`config.mk`:
```
export PLATFORM = sky130hd
export DESIGN_NAME = cv32e40p_mult_tmr_ctrl
export DESIGN_NICKNAME = d
export VERILOG_FILES = /design/src/rtl/cv32e40p_pkg.sv /design/src/rtl/cv32e40p_sat_counter.sv /design/src/rtl/cv32e40p_mult_tmr_ctrl.sv
export SDC_FILE = /design/constraint.sdc
export NUM_CORES = 1
export LEC_CHECK = 0
export ABC_AREA = 0
export BUFFER_PORTS_ARGS = -buffer_cell sky130_fd_sc_hd__buf_2
export CORE_MARGIN = 5
export CORE_UTILIZATION = 48
export CTS_CLUSTER_SIZE = 30
export DETAILED_ROUTE_END_ITERATION = 8
export GPL_TIMING_DRIVEN = 0
export PLACE_DENSITY = 0.89
export SETUP_SLACK_MARGIN = 0.1
export SLEW_MARGIN = 30
export SYNTH_ARGS = -nofsm -noshare
export SYNTH_HDL_FRONTEND = slang
export SYNTH_SLANG_ARGS = --single-unit
```
`constraint.sdc`:
```
create_clock -name clk -period 1.85 [get_ports clk]
set_input_delay 0.0925 -clock clk [delete_from_list [all_inputs] [get_ports clk]]
set_output_delay 0.0925 -clock clk [all_outputs]
set_load 0.02 [all_outputs]
```
`src/rtl/cv32e40p_pkg.sv`:
```
// -----------------------------------------------------------------------------
// cv32e40p_pkg
// Shared types and constants for the TMR multiplier fault-handling sequencer.
//   tmr_ctrl_state_e : sequencer states (idle, multiply in flight, retry gap)
//   TMR_MM_*         : bit positions inside the voter mismatch vector
// -----------------------------------------------------------------------------
package cv32e40p_pkg;

    typedef enum logic [1:0] {
        TMR_IDLE  = 2'd0,
        TMR_BUSY  = 2'd1,
        TMR_RETRY = 2'd2
    } tmr_ctrl_state_e;

    // Mismatch vector layout: {ready, mulh_active, multicycle, result}
    localparam int TMR_MM_RESULT = 0;
    localparam int TMR_MM_MC     = 1;
    localparam int TMR_MM_MULH   = 2;
    localparam int TMR_MM_READY  = 3;

endpackage

```
`src/rtl/cv32e40p_sat_counter.sv`:
```
// -----------------------------------------------------------------------------
// cv32e40p_sat_counter
// Saturating event counter with synchronous clear.
//   clk    : clock
//   rst_n  : asynchronous active-low reset
//   clr_i  : synchronous clear, wins over a same-cycle increment
//   inc_i  : count one event
//   cnt_o  : current count, sticks at all-ones
// -----------------------------------------------------------------------------
module cv32e40p_sat_counter #(
    parameter int CNT_W = 16
) (
    input  logic             clk,
    input  logic             rst_n,
    input  logic             clr_i,
    input  logic             inc_i,
    output logic [CNT_W-1:0] cnt_o
);

    logic [CNT_W-1:0] cnt_reg;

    always_ff @(posedge clk or negedge rst_n) begin
        if (!rst_n) begin
            cnt_reg <= '0;
        end else if (clr_i) begin
            cnt_reg <= '0;
        end else if (inc_i && !(&cnt_reg)) begin
            cnt_reg <= cnt_reg + 1'b1;
        end
    end

    assign cnt_o = cnt_reg;

endmodule

```
`src/rtl/cv32e40p_mult_tmr_ctrl.sv`:
```
// -----------------------------------------------------------------------------
// cv32e40p_mult_tmr_ctrl
// Sequencer between the EX stage and a triplicated multiplier. It gates the
// multiplier enable, samples the voter mismatch flags on every completion,
// re-executes a disagreeing multiply up to MAX_RETRY times and then forwards
// the voted result while raising a sticky alarm and a one-cycle interrupt.
//
// Ports:
//   clk, rst_n     : clock, asynchronous active-low reset
//   enable_i       : EX requests a multiply (held while stalled)
//   mult_ready_i   : voted ready from the TMR multiplier
//   mismatch_i     : voter disagreement {ready, mulh_active, multicycle, result}
//   clear_i        : clears alarm and all counters
//   stat_sel_i     : selects the per-output counter shown on stat_cnt_o
//   mult_enable_o  : enable to the TMR multiplier
//   ready_o        : multiply complete and accepted (to EX)
//   retry_o        : re-execution pending or in flight
//   alarm_o        : sticky, retries exhausted at least once
//   fault_irq_o    : one-cycle pulse on escalation
//   fault_cnt_o    : saturating count of all mismatch events
//   stat_cnt_o     : selected per-output mismatch count
//
// Build option: define CV32E40P_TMR_STATS_EN to get the four per-output
// mismatch counters; otherwise stat_cnt_o is tied to zero.
// -----------------------------------------------------------------------------
module cv32e40p_mult_tmr_ctrl
    import cv32e40p_pkg::*;
#(
    parameter int MAX_RETRY = 2,
    parameter int CNT_W     = 16
) (
    input  logic             clk,
    input  logic             rst_n,
    input  logic             enable_i,
    input  logic             mult_ready_i,
    input  logic [3:0]       mismatch_i,
    input  logic             clear_i,
    input  logic [1:0]       stat_sel_i,
    output logic             mult_enable_o,
    output logic             ready_o,
    output logic             retry_o,
    output logic             alarm_o,
    output logic             fault_irq_o,
    output logic [CNT_W-1:0] fault_cnt_o,
    output logic [CNT_W-1:0] stat_cnt_o
);

    localparam int RC_W = (MAX_RETRY > 0) ? $clog2(MAX_RETRY + 1) : 1;
    localparam logic [RC_W-1:0] MAX_RC = RC_W'(MAX_RETRY);

    tmr_ctrl_state_e state_reg;
    logic [RC_W-1:0] retry_cnt_reg;
    logic            alarm_reg;

    logic completion;
    logic mismatch_ev;
    logic retries_left;
    logic escalate;

    // The enable follows EX directly in IDLE so an unprotected single-cycle
    // multiply sees no added latency; the RETRY gap forces it low so the
    // replica FSMs return to idle before the re-issue.
    always_comb begin
        mult_enable_o = 1'b0;
        case (state_reg)
            TMR_IDLE:  mult_enable_o = enable_i;
            TMR_BUSY:  mult_enable_o = 1'b1;
            default:   mult_enable_o = 1'b0;
        endcase
    end

    assign completion   = mult_enable_o & mult_ready_i;
    assign mismatch_ev  = completion & (|mismatch_i);
    assign retries_left = (retry_cnt_reg < MAX_RC);
    assign escalate     = mismatch_ev & ~retries_left;

    // Escalation still hands the voted result to EX: the core keeps running
    // and software decides what to do with the alarm.
    assign ready_o     = (completion & ~mismatch_ev) | escalate;
    assign fault_irq_o = escalate & ~clear_i;
    // A nonzero retry count means a re-issued multiply is in flight; the count
    // only returns to zero on the accepting ready_o.
    assign retry_o     = (state_reg == TMR_RETRY) | (retry_cnt_reg != '0);
    assign alarm_o     = alarm_reg;

    always_ff @(posedge clk or negedge rst_n) begin
        if (!rst_n) begin
            state_reg     <= TMR_IDLE;
            retry_cnt_reg <= '0;
        end else begin
            case (state_reg)
                TMR_IDLE, TMR_BUSY: begin
                    if (completion) begin
                        if (mismatch_ev && retries_left) begin
                            state_reg <= TMR_RETRY;
                        end else begin
                            state_reg     <= TMR_IDLE;
                            retry_cnt_reg <= '0;
                        end
                    end else if (state_reg == TMR_IDLE && enable_i) begin
                        state_reg <= TMR_BUSY;
                    end
                end
                TMR_RETRY: begin
                    retry_cnt_reg <= retry_cnt_reg + 1'b1;
                    state_reg     <= TMR_BUSY;
                end
                default: begin
                    state_reg     <= TMR_IDLE;
                    retry_cnt_reg <= '0;
                end
            endcase
        end
    end

    always_ff @(posedge clk or negedge rst_n) begin
        if (!rst_n) begin
            alarm_reg <= 1'b0;
        end else if (clear_i) begin
            alarm_reg <= 1'b0;
        end else if (escalate) begin
            alarm_reg <= 1'b1;
        end
    end

    cv32e40p_sat_counter #(
        .CNT_W (CNT_W)
    ) u_fault_cnt (
        .clk   (clk),
        .rst_n (rst_n),
        .clr_i (clear_i),
        .inc_i (mismatch_ev),
        .cnt_o (fault_cnt_o)
    );

`ifdef CV32E40P_TMR_STATS_EN
    logic [CNT_W-1:0] stat_cnt [TMR_MM_READY+1];

    generate
        for (genvar gi = 0; gi <= TMR_MM_READY; gi++) begin : g_stat
            cv32e40p_sat_counter #(
                .CNT_W (CNT_W)
            ) u_stat_cnt (
                .clk   (clk),
                .rst_n (rst_n),
                .clr_i (clear_i),
                .inc_i (mismatch_ev & mismatch_i[gi]),
                .cnt_o (stat_cnt[gi])
            );
        end
    endgenerate

    assign stat_cnt_o = stat_cnt[stat_sel_i];
`else
    logic unused_stat_sel;
    assign unused_stat_sel = ^stat_sel_i;
    assign stat_cnt_o      = '0;
`endif

endmodule

```
* Word level (Yosys, flattened, before mapping) *
Index checks and enable logic that the tools add are counted.

storage, ports and cells
  flip-flop bits (word level) = 21
  input port bits = 11
  output and inout port bits = 37
  word-level logic and storage cells = 46

cells by class
  add/subtract/negate cells = 2
  magnitude comparators = 1
  equal/unequal tests = 5
  multiplexer cells = 12
  bitwise operators = 10
  reductions and logical operators = 12

operator list
  kind                                                                   number
  16-bit 2-to-1 mux                                                      2
  16-bit by 1-bit adder with 16-bit output, second input constant        1
  16-bit AND reduction                                                   1
  2-bit 2-to-1 mux                                                       5
  2-bit case mux with 2 select lines                                     2
  2-bit nonzero test                                                     3
  1-bit bitwise AND                                                      5
  2-bit inequality test, second input constant                           2
  4-bit OR reduction                                                     1
  1-bit logical AND                                                      3
  3-bit inequality test, second input constant                           1
  1-bit inverter                                                         3
  2-bit by 1-bit adder with 2-bit output, second input constant          1
  2-bit by 1-bit equality test with 1-bit output, second input constant  1
  2-bit equality test, second input constant                             1
  2-bit zero test                                                        1
  2-bit less-than comparator, second input constant                      1
  1-bit 2-to-1 mux                                                       2
  1-bit OR                                                               2
  1-bit case mux with 2 select lines                                     1
  2-bit AND reduction                                                    1
  2-bit OR reduction                                                     1
  1-bit zero test                                                        1

* Depth between registers and ports, before layout *
  depth in word-level cells = 8
  mapped depth = 7
  mapped depth without buffers = 6

* Cells and area by module *
From an unflattened synthesis, not the netlist that was laid out.

second synthesis, totals
  cell total of the unflattened synthesis = 140
  area total of the unflattened synthesis = 1312.5 µm²

modules (own cells, without submodules)
  module                  times used  cells each  area an instance (µm²)  sequential area each (µm²)
  cv32e40p_sat_counter    1           95          919.6                   400.4
  cv32e40p_mult_tmr_ctrl  1           45          392.9                   125.1

* Worst setup path after synthesis *
No wires, ideal clock.

  path type = flip-flop to flip-flop
  from = register u_fault_cnt.cnt_reg[0], in the netlist u_fault_cnt.cnt_o[0]
  to = register u_fault_cnt.cnt_reg[15], in the netlist u_fault_cnt.cnt_o[15]
  setup time = 0.130 ns
  data arrival time = 1.590 ns
  data required time = 1.720 ns
  path slack = 0.130 ns
  cell stages (with the launch flop) = 8
  path buffers = 1
  period minus slack after synthesis = 1.720 ns
  cells stage by stage = dfrtp_1 -> ha_1 -> nand3_1 -> nor4_4 -> buf_4 -> nor4_1 -> xnor2_1 -> nor2_1

on the way
  longest elaborated chain between the ends = 4
  elaborated cells between the ends (all ways) = 7
  those cells by class = 1 x add/sub; 2 x mux; 4 x reduce/logical

ends and longest elaborated chain
  what                                                                                              line                        text
  start: declaration                                                                                cv32e40p_sat_counter.sv:20  logic [CNT_W-1:0] cnt_reg;
  start signal: assignment                                                                          cv32e40p_sat_counter.sv:28  cnt_reg <= cnt_reg + 1'b1;
  parallel branches: the longest is 4 deep, another holds 16-bit by 1-bit adder with 16-bit output  n/a

Several ways; the timed one is not identified. The select of a mux whose other input is x is not followed.
A chain may end at the register's enable or synchronous reset.

* Final worst setup path *
  from = register u_fault_cnt.cnt_reg[11], in the netlist u_fault_cnt.cnt_o[11]
  to = register u_fault_cnt.cnt_reg[8], in the netlist u_fault_cnt.cnt_o[8]

on the way
  longest elaborated chain between the ends = 4

ends and longest elaborated chain
  what                                 line                        text
  16-bit AND reduction                 cv32e40p_sat_counter.sv:27  end else if (inc_i && !(&cnt_reg)) begin
  1-bit zero test                      cv32e40p_sat_counter.sv:27
  1-bit logical AND                    cv32e40p_sat_counter.sv:27
  2-bit nonzero test (no source line)  n/a

Every way passes these cells.

==> impl_metrics.toml <==
[power_and_ir_drop]
power_frac_seq_pct = 44.6
power_frac_comb_pct = 36.5
vdd_drop_max_uv = 690
switchingPower_mw = 0.448
power.share.clock_pct = 18.9
p_int_mw = 0.767
p_sw_share_pct = 36.9
power.density_nw_per_um2 = 721
cellLeakagePower_nw = 0.804

[global_route]
grt_usage_pct = 16.7
grt_pass1_vias = 1066
grt_max_degree = 22
grt_overflow = 0
grt_pass1_wl_um = 4740
antenna_found_initial = 0

[synthesis]
synth.largest_area_cell = "dfrtp_1"
synth_area_um2 = 1280
synth_flop_cell = "dfrtp_1"
ys_top_cells_by_count = "24 x nor2_1, 21 x dfrtp_1, 18 x buf_4"
syn_area_per_cell_um2 = 9.58
netlist_instances = 134
synth_edf_count = 0
synth.most_common_cell = "nor2_1"
synth-async-reset-ratio_pct = 100
yosys_warnings = 0
ys_seq_elements = 21
synthTopCellsByArea = "dfrtp_1 41%, buf_4 11%, xnor2_1 10%"
seq_area_frac_synth_pct = 40.9
ys_types = 29
synth.top_cell.area_share_pct = 40.9

[placement]
hpwl_um = 2140
placed_cell_area_um2 = 1520
placed_cells = 207
post-place-ws_ns = 0.0905
numPortBuffers = 28
place_congestion = 0.844

[cells_and_area]
antenna_cells = 0
fin_cells = 219
area_growth_pct = 31.2
largest_reg_flops = 16
fin_nets = 203
fillers = 204
layout-drive-gt1-share_pct = 39.7
final_area_um2 = 1680

[cts]
ctsLongestPathBuffers = 2
root_buffer = "clkbuf_4"
numCtsBuffers = 3
cts.sinks = 21
cts.htree.levels = 1
clk_pin_slew_ns = 0.11
cts_tree = "yes"
clock_latency_ns = 0.31

[detailed_routing]
vias_per_cell = 5.13
first_pass_iters = 4
routed.top_layer = "met4"
vias = 1124
drt_wl_total_um = 3190
drtIter0Drc = 34
drt-wirelength-per-cell_um = 14.6
drc = 0
drtAntennaViolNets = 0
dr_wl_met2_um = 1710
wl_met3_um = 239
drt-met1-wl_um = 1180

[sta]
finalSetupViolations = 0
fin_crit_sh_pct = 90.9
slew_headroom_pct = 64.1
hold_ws_ns = 0.00816
tightest_slew_ns = 0.536
min_period_ns = 1.68
setup_slack_ns = 0.169
rsz0062_at_grt = "no"
final_max_slew_viol_count = 0
fin_skew_ns = 0.00435
hold_viol = 0
max_freq_ghz = 0.595
setup_tns_ns = 0

[floorplan]
die_h_um = 61.7
die-width_um = 61.7
start_util_pct = 50.9
rows = 18
die_area_um2 = 3810
design.core.area_um2 = 2520
ios = 48

[run]
maxCapViolations = 0

[setup_path]
worstPathArrival_ns = 1.87
cp_max_fo = 6
crit_type = "flop to flop"
required_ns = 2.04
worstSetupStartpointType = "flop"
critPathCaptureType = "flop"

[outcome]
status = "finished clean"

[worst_hold_path]
hold_path.class = "input pin to flop"
[through the flow]
stage / power, mW / utilization, %
2_1_floorplan: 0.820 / -
3_3_place_gp: 0.905 / 60.2
3_5_place_dp: 0.923 / 60.2
4_1_cts: 1.17 / 62.3
5_1_grt: 1.28 / 66.8
6_report: 1.21 / 66.8
[worst max-delay path, cell delays in order (launching register included)]
cell     delay [ns]
dfrtp_1        0.48
nand4_1        0.26
nor2_1         0.50
nor3_1         0.12
xnor2_1        0.15
nor2_1         0.05
[cell usage in the layout, fill, tap and decap left out, types with 3 or more instances in the layout]
cell	Yosys	final
nand4_1	4	4
nand3_1	4	3
buf_4	18	23
clkbuf_4	0	3
inv_1	3	3
conb_1	1	16
dfrtp_1	21	20
nand2_1	9	9
nor3_1	4	3
xnor2_1	15	15
nor4_2	2	7
nor2_1	24	24
buf_2	0	28
nor4_4	2	3
[final timing paths]
path,startpoint,endpoint,slack [ns],cells past startpoint
setup / recovery,u_fault_cnt.cnt_o[11],u_fault_cnt.cnt_o[8],0.17,5
hold / removal,mult_ready_i,state_reg[0],0.008,2
setup reg to reg,u_fault_cnt.cnt_o[11],u_fault_cnt.cnt_o[8],0.17,5
hold reg to reg,retry_cnt_reg[1],state_reg[1],0.48,1
max in group asynchronous,rst_n,u_fault_cnt.cnt_o[3],1.24,2
min in group asynchronous,rst_n,state_reg[0],0.26,2
[final cells by class]
type | count | area, µm² | share of cell area [%]
Buffer | 20 | 150 | 8.92
Sequential cell | 21 | 527 | 31.3
Multi-Input combinational cell | 105 | 729 | 43.3
Timing Repair Buffer | 36 | 203 | 12.0
Clock buffer | 4 | 26.3 | 1.56
Tap cell | 30 | 37.5 | 2.23
Inverter | 3 | 11.3 | 0.669
[power groups by stage]
stage | sequential, mW | combinational (mW) | clock [mW]
global route | 0.548 | 0.482 | 0.246
CTS | 0.541 | 0.389 | 0.239
finish | 0.542 | 0.443 | 0.229
floorplan | 0.557 | 0.263 | 0
detailed placement | 0.554 | 0.369 | 0
global placement | 0.551 | 0.354 | 0
[kinds of logic (layout without fill, tap and decap cells)]
logic type,Yosys count,in the layout,share of synthesized area [%]
AOI/OAI and AO/OA,6,6,3.61
xor gates and xnor gates,15,15,10.2
adders and majority gates,2,2,1.95
buffers and inverters,23,63,12.0
DFF,21,21,40.9
other,1,16,0.292
and+or+nand+nor,66,66,31.0
[metal layers]
layer / global-route usage [%] / vias up
met5: 0 / -
met4: 6.06 / 0
met3: 4.34 / 8
met2: 29.9 / 45
met1: 19.1 / 536
li1: - / 535
[repair_timing]
| action | 4_1_cts | 5_1_grt |
|---|---|---|
| endpoints found under the setup margin | 10 | 14 |
| hold buffers | 1 | 0 |
| setup buffers | 1 | 6 |
| pin swaps | 1 | 2 |
| resized for setup | 2 | 12 |
| endpoints found under the hold margin | 21 | 0 |
Note: power is estimated with default switching activity, not from simulation.
